--- src/rtl/tx_status_fifo_mq.sv ---
`default_nettype none
// +----------------------------------------------------------------------------+
// | Module  : tx_status_fifo_mq                                                |
// | Brief   : Transmit-status log FIFO with drop counter, level and threshold  |
// |           interrupt, popped through the AXI-lite register read path.       |
// | Revision: 1.0  initial release                                             |
// +----------------------------------------------------------------------------+
module tx_status_fifo_mq #(
  parameter int         DEPTH      = 64,
  parameter logic [4:0] POP_ADDR   = 5'h16,
  parameter logic [4:0] STAT_ADDR  = 5'h17,
  parameter int         IRQ_THRESH = 48,
  parameter bit         OVERWRITE  = 1'b0
) (
  input  logic        clk,
  input  logic        rstn,
  input  logic        slv_reg_rden,
  input  logic [4:0]  axi_araddr_core,
  input  logic        tx_try_complete,
  input  logic [9:0]  num_slot_random,
  input  logic [3:0]  cw,
  input  logic [4:0]  tx_status,
  input  logic [1:0]  linux_prio,
  input  logic [1:0]  tx_queue_idx,
  input  logic [9:0]  tx_pkt_sn,
  output logic [31:0] tx_status_out,
  output logic [31:0] fifo_stat_out,
  output logic        irq_out
);

  localparam int             c_aw     = $clog2(DEPTH);
  localparam int             c_lw     = c_aw + 1;
  localparam logic [c_lw-1:0] c_depth  = c_lw'(DEPTH);
  localparam logic [c_lw-1:0] c_thresh = c_lw'(IRQ_THRESH);

  logic              r_cap_vld;
  logic [31:0]       r_cap_data;
  logic [31:0]       r_mem [DEPTH];
  logic [c_aw-1:0]   r_wr_ptr;
  logic [c_aw-1:0]   r_rd_ptr;
  logic [c_lw-1:0]   r_level;
  logic [15:0]       r_drop_cnt;
  logic [31:0]       r_tx_status_out;
  logic [31:0]       r_fifo_stat_out;
  logic              r_irq;

  logic [3:0]        w_cwx;
  logic [31:0]       w_cap_rec;
  logic              w_full;
  logic              w_pop;
  logic              w_stat_rd;
  logic              w_drop;
  logic              w_push;
  logic              w_rd_adv;
  logic [c_aw-1:0]   w_wr_ptr_nxt;
  logic [c_aw-1:0]   w_rd_ptr_nxt;
  logic [c_lw-1:0]   w_level_nxt;
  logic [15:0]       w_drop_nxt;
  logic [31:0]       w_head_nxt;
  logic              w_irq_nxt;

  assign w_cwx     = cw + {3'b000, num_slot_random[9]};
  assign w_cap_rec = {w_cwx, num_slot_random[8:0], linux_prio, tx_queue_idx, tx_pkt_sn, tx_status};

  assign w_full    = (r_level == c_depth);
  assign w_pop     = slv_reg_rden && (axi_araddr_core == POP_ADDR) && (r_level != '0);
  assign w_stat_rd = slv_reg_rden && (axi_araddr_core == STAT_ADDR);
  assign w_drop    = r_cap_vld && w_full && !w_pop;
  // In overwrite mode a drop still writes; the oldest entry is pushed out instead.
  assign w_push    = r_cap_vld && (!w_drop || OVERWRITE);
  assign w_rd_adv  = w_pop || (w_drop && OVERWRITE);

  assign w_wr_ptr_nxt = w_push   ? r_wr_ptr + c_aw'(1) : r_wr_ptr;
  assign w_rd_ptr_nxt = w_rd_adv ? r_rd_ptr + c_aw'(1) : r_rd_ptr;
  assign w_level_nxt  = r_level + c_lw'(w_push && !w_drop) - c_lw'(w_pop);
  assign w_irq_nxt    = (w_level_nxt >= c_thresh);

  always_comb begin
    w_drop_nxt = r_drop_cnt;
    if (w_stat_rd)
      w_drop_nxt = {15'd0, w_drop};
    else if (w_drop && (r_drop_cnt != 16'hFFFF))
      w_drop_nxt = r_drop_cnt + 16'd1;
  end

  // The new head may be the record being written on this same edge.
  always_comb begin
    w_head_nxt = r_mem[w_rd_ptr_nxt];
    if (w_level_nxt == '0)
      w_head_nxt = 32'hFFFF_FFFF;
    else if (w_push && (r_wr_ptr == w_rd_ptr_nxt))
      w_head_nxt = r_cap_data;
  end

  always_ff @(posedge clk or negedge rstn) begin
    if (!rstn) begin
      r_cap_vld  <= 1'b0;
      r_cap_data <= '0;
    end else begin
      r_cap_vld <= tx_try_complete;
      if (tx_try_complete)
        r_cap_data <= w_cap_rec;
    end
  end

  always_ff @(posedge clk) begin
    if (w_push)
      r_mem[r_wr_ptr] <= r_cap_data;
  end

  always_ff @(posedge clk or negedge rstn) begin
    if (!rstn) begin
      r_wr_ptr        <= '0;
      r_rd_ptr        <= '0;
      r_level         <= '0;
      r_drop_cnt      <= '0;
      r_tx_status_out <= 32'hFFFF_FFFF;
      r_fifo_stat_out <= '0;
      r_irq           <= 1'b0;
    end else begin
      r_wr_ptr        <= w_wr_ptr_nxt;
      r_rd_ptr        <= w_rd_ptr_nxt;
      r_level         <= w_level_nxt;
      r_drop_cnt      <= w_drop_nxt;
      r_tx_status_out <= w_head_nxt;
      r_fifo_stat_out <= {w_drop_nxt, w_irq_nxt, 4'b0000, 11'(w_level_nxt)};
      r_irq           <= w_irq_nxt;
    end
  end

  assign tx_status_out = r_tx_status_out;
  assign fifo_stat_out = r_fifo_stat_out;
  assign irq_out       = r_irq;

endmodule
`default_nettype wire

--- config.mk ---
export PLATFORM = sky130hd
export DESIGN_NAME = tx_status_fifo_mq
export DESIGN_NICKNAME = d
export VERILOG_FILES = /design/src/rtl/tx_status_fifo_mq.sv
export SDC_FILE = /design/constraint.sdc
export NUM_CORES = 2
export LEC_CHECK = 0
export BUFFER_PORTS_ARGS = -buffer_cell sky130_fd_sc_hd__buf_2
export CAP_MARGIN = 20
export CORE_UTILIZATION = 53
export DETAILED_ROUTE_END_ITERATION = 8
export PLACE_DENSITY_LB_ADDON = 0.2
export SLEW_MARGIN = 20
export SYNTH_ARGS = -nofsm -noshare
export SYNTH_HDL_FRONTEND = slang
export SYNTH_SLANG_ARGS = --single-unit
--- constraint.sdc ---
create_clock -name clk -period 12.8 [get_ports clk]
set_clock_uncertainty 0.1 [all_clocks]
set_input_delay 2.56 -clock clk [delete_from_list [all_inputs] [get_ports clk]]
set_output_delay 2.56 -clock clk [all_outputs]
set_load 0.02 [all_outputs]
==> out/metrics.yaml <==
outcome: "completed"
criticalPathCategory: "in2reg"
avgSynthCellArea_um2: 17.89
dr_wl_met3_um: 27870
p_int_mw: 12.52
grt_antenna_before_repair: 9
synth-seq-cells: 2149
portBuffers: 98
wl_per_cell_um: 33.48
cts_tree: "built"
drt-met1-wl_um: 93510
synthDistinctLibCells: 86
clkPwrFrac_pct: 34.7
cp.required_ps: 13460
ys_dominant_reg_cell: "edfxtp_1"
slew_headroom_pct: 18.59
layout-area-overhead-vs-synth_pct: 12.22
worst_slack_ps: 5053
die_area_mm2: 0.1601
dp_slack_ps: 4368
drv_slew: 0
nets: 4930
worstHoldPathType: "reg2reg"
cp_slowest_cell: "a221oi_1"
p_switching_mw: 4.866
dr.pass1.iters: 5
hold_slack_ps: 419.2
post-route-drc-count: 0
cts_root_buf: "clkbuf_16"
wl_met2_um: 109900
core_area_mm2: 0.1568
hold_buffers: 0
p_leak_nw: 29.63
power_frac_seq_pct: 48.8
yosys_warnings: 0
ios: 107
numClockSinks: 2149
grt_overflow_total: 0
swShare_pct: 27.98
num_vias: 47463
syn-cell-area_mm2: 0.08400
clock.fmax_mhz: 129.1
grt_pass1_vias: 44763
worst_slew_pin_slew_ps: 1221
path_max_fanout: 43
grt_max_degree: 167
cp_common_cell: "buf_4"
routed_wirelength_um: 238300
dr.first_iter.drc_count: 7638
max_stage_delay_ps: 1030
layout_commonest_cell: "edfxtp_1"
cp_cell_sequence: "buf_2, and4b_1, o211a_1, buf_4, xnor2_4, buf_4, buf_4, buf_4, mux4_2, mux2i_1, a221oi_1, o21ai_0, o21ai_0"
antenna_left: 0
start_util_pct: 53.59
dieWidth_um: 400.1
powerDensity_mw_per_mm2: 184.5
viasPerCell: 6.668
drive_above_1_share_pct: 20.98
top_layer: "met5"
finalHoldViolations: 0
synth_edf_count: 2048
post_cts_resize_count: 0
fp.dieH_um: 400.1
grt_pass1_wl_um: 335300
synthCells: 4695
cts_buffers: 208
end_kind: "register"
track_usage_pct: 29.92
synth-seq-area-share_pct: 76.27
htreeDepth: 4
fp-row-count: 145
fin_crit_sh_pct: 60.52
async_reset_ff_share_pct: 4.700
period_needed_ps: 7747
setup_viol: 0
peakVddDrop_mv: 0.1565
final_util_pct: 60.14
critPathLaunchType: "primary input"
cts.clk_slew.worst_paths_ps: 60
worstPathArrival_ps: 8410
rsz0062_at_grt: "no"
clockBufferDepth: 3
pwr-share-comb_pct: 16.5
p_total_mw: 17.39
cap_violations: 0
cts_setup_buffers: 0
hpwl_um: 129400
gp_congestion: 0.8327
mostFrequentLayoutCells: "edfxtp_1 (2048), nand2_1 (625), mux4_2 (301)"
tns_ps: 0
clkLatencyLatePin_ps: 850
[path summary, 6_finish.rpt]
check	from	end	slack (ps)	cells after the start
worst max-delay path	axi_araddr_core[3]	tx_status_out[8]	5050	13
worst min-delay path	r_cap_data[24]	r_cap_data[24]	420	1
worst max register to register	r_level[5]	tx_status_out[8]	6230	14
worst min register to register	r_cap_data[24]	r_cap_data[24]	420	1
max in group asynchronous	rstn	r_cap_data[9]	9500	2
min in group asynchronous	rstn	r_cap_data[22]	1720	1
[stage by stage]
step	cells	instance area [um2]
after floorplan	4702	84030
after global placement	6715	87400
after detailed placement	6721	87490
after CTS	7113	94210
after global routing	7114	94260
final	7118	94270
[registers in the layout (all words and copies together), names as in the netlist]
signal         count
fifo_stat_out      3
r_cap_data        32
r_cap_vld          1
r_drop_cnt        15
r_level            6
r_mem           2048
r_rd_ptr           6
r_wr_ptr           6
tx_status_out     32
[logic make-up (layout without fill, tap and decap cells)]
kind of cell	count (synthesis)	count (layout)	share of synthesized area, %
other	1	12	0.004464
AOI/OAI and AO/OA	583	583	4.957
adders and majority gates	14	14	0.2175
xor gates and xnor gates	29	29	0.3292
buffers and inverters	304	658	1.869
muxes	501	501	10.51
DFF	2149	2149	76.27
and+or+nand+nor	1114	1114	5.840
[critical path, delay by kind of cell]
kind,cells,cell delay [ps]
AO/OA/AOI/OAI,4,1980
XOR/XNOR,1,280
multiplexers,2,460
AND/OR/NAND/NOR,1,380
buffers and inverters,5,2620
[power by group through the flow]
stage                     Clock, mW  Sequential, mW  Combinational (mW)
after floorplan                   0            8.60                1.60
after global placement            0            8.63                2.78
after detailed placement          0            8.63                2.82
after CTS                      6.08            8.48                2.83
after global routing           6.34            8.51                2.99
final                          6.03            8.49                2.87
[layout make-up]
class                   instances  area [um2]
repair buffers                244        1709
inverters                      22       117.6
well taps                    2058        2575
multi-input cells            2249       19000
clock inverters                97       892.1
diodes                          4       10.01
fillers                     11343       62480
clock buffers                 295        5827
flip-flops and latches       2149       64130
[cell usage after synthesis, drive strengths merged, types with 6 or more instances]
cell | n | area (um2)
a311o | 6 | 60.06
a31o | 19 | 166.4
a21oi | 92 | 460.4
xnor2 | 17 | 156.4
nor2 | 140 | 555.5
nand2b | 12 | 75.07
o22ai | 19 | 118.9
edfxtp | 2048 | 61500
inv | 22 | 85.09
a221oi | 55 | 481.7
mux2 | 31 | 349.1
o21ai | 86 | 430.4
nand4 | 39 | 244.0
dfstp | 32 | 840.8
mux4 | 301 | 6779
a22oi | 21 | 157.7
o211ai | 12 | 100.1
or3 | 10 | 62.56
nand2 | 625 | 2346
clkbuf | 88 | 330.3
o31ai | 7 | 57.55
xor2 | 12 | 120.1
nor3 | 38 | 195.2
o221ai | 6 | 52.55
nor2b | 7 | 43.79
buf | 194 | 1155
a22o | 20 | 175.2
a2111oi | 7 | 67.56
a31oi | 69 | 431.7
a211oi | 37 | 277.8
mux2i | 169 | 1704
o2111ai | 11 | 102.6
dfrtp | 69 | 1727
a311oi | 20 | 175.2
and3 | 42 | 262.8
ha | 13 | 162.7
nand3 | 172 | 870.8
a32oi | 78 | 683.2
[routing by layer]
metal	GRT usage, %	up-vias
li1	-	19200
met1	44.19	24700
met5	0	-
met3	6.172	421
met4	8.589	6
met2	45.45	3136
No activity file was read; power rests on OpenSTA's default activity.
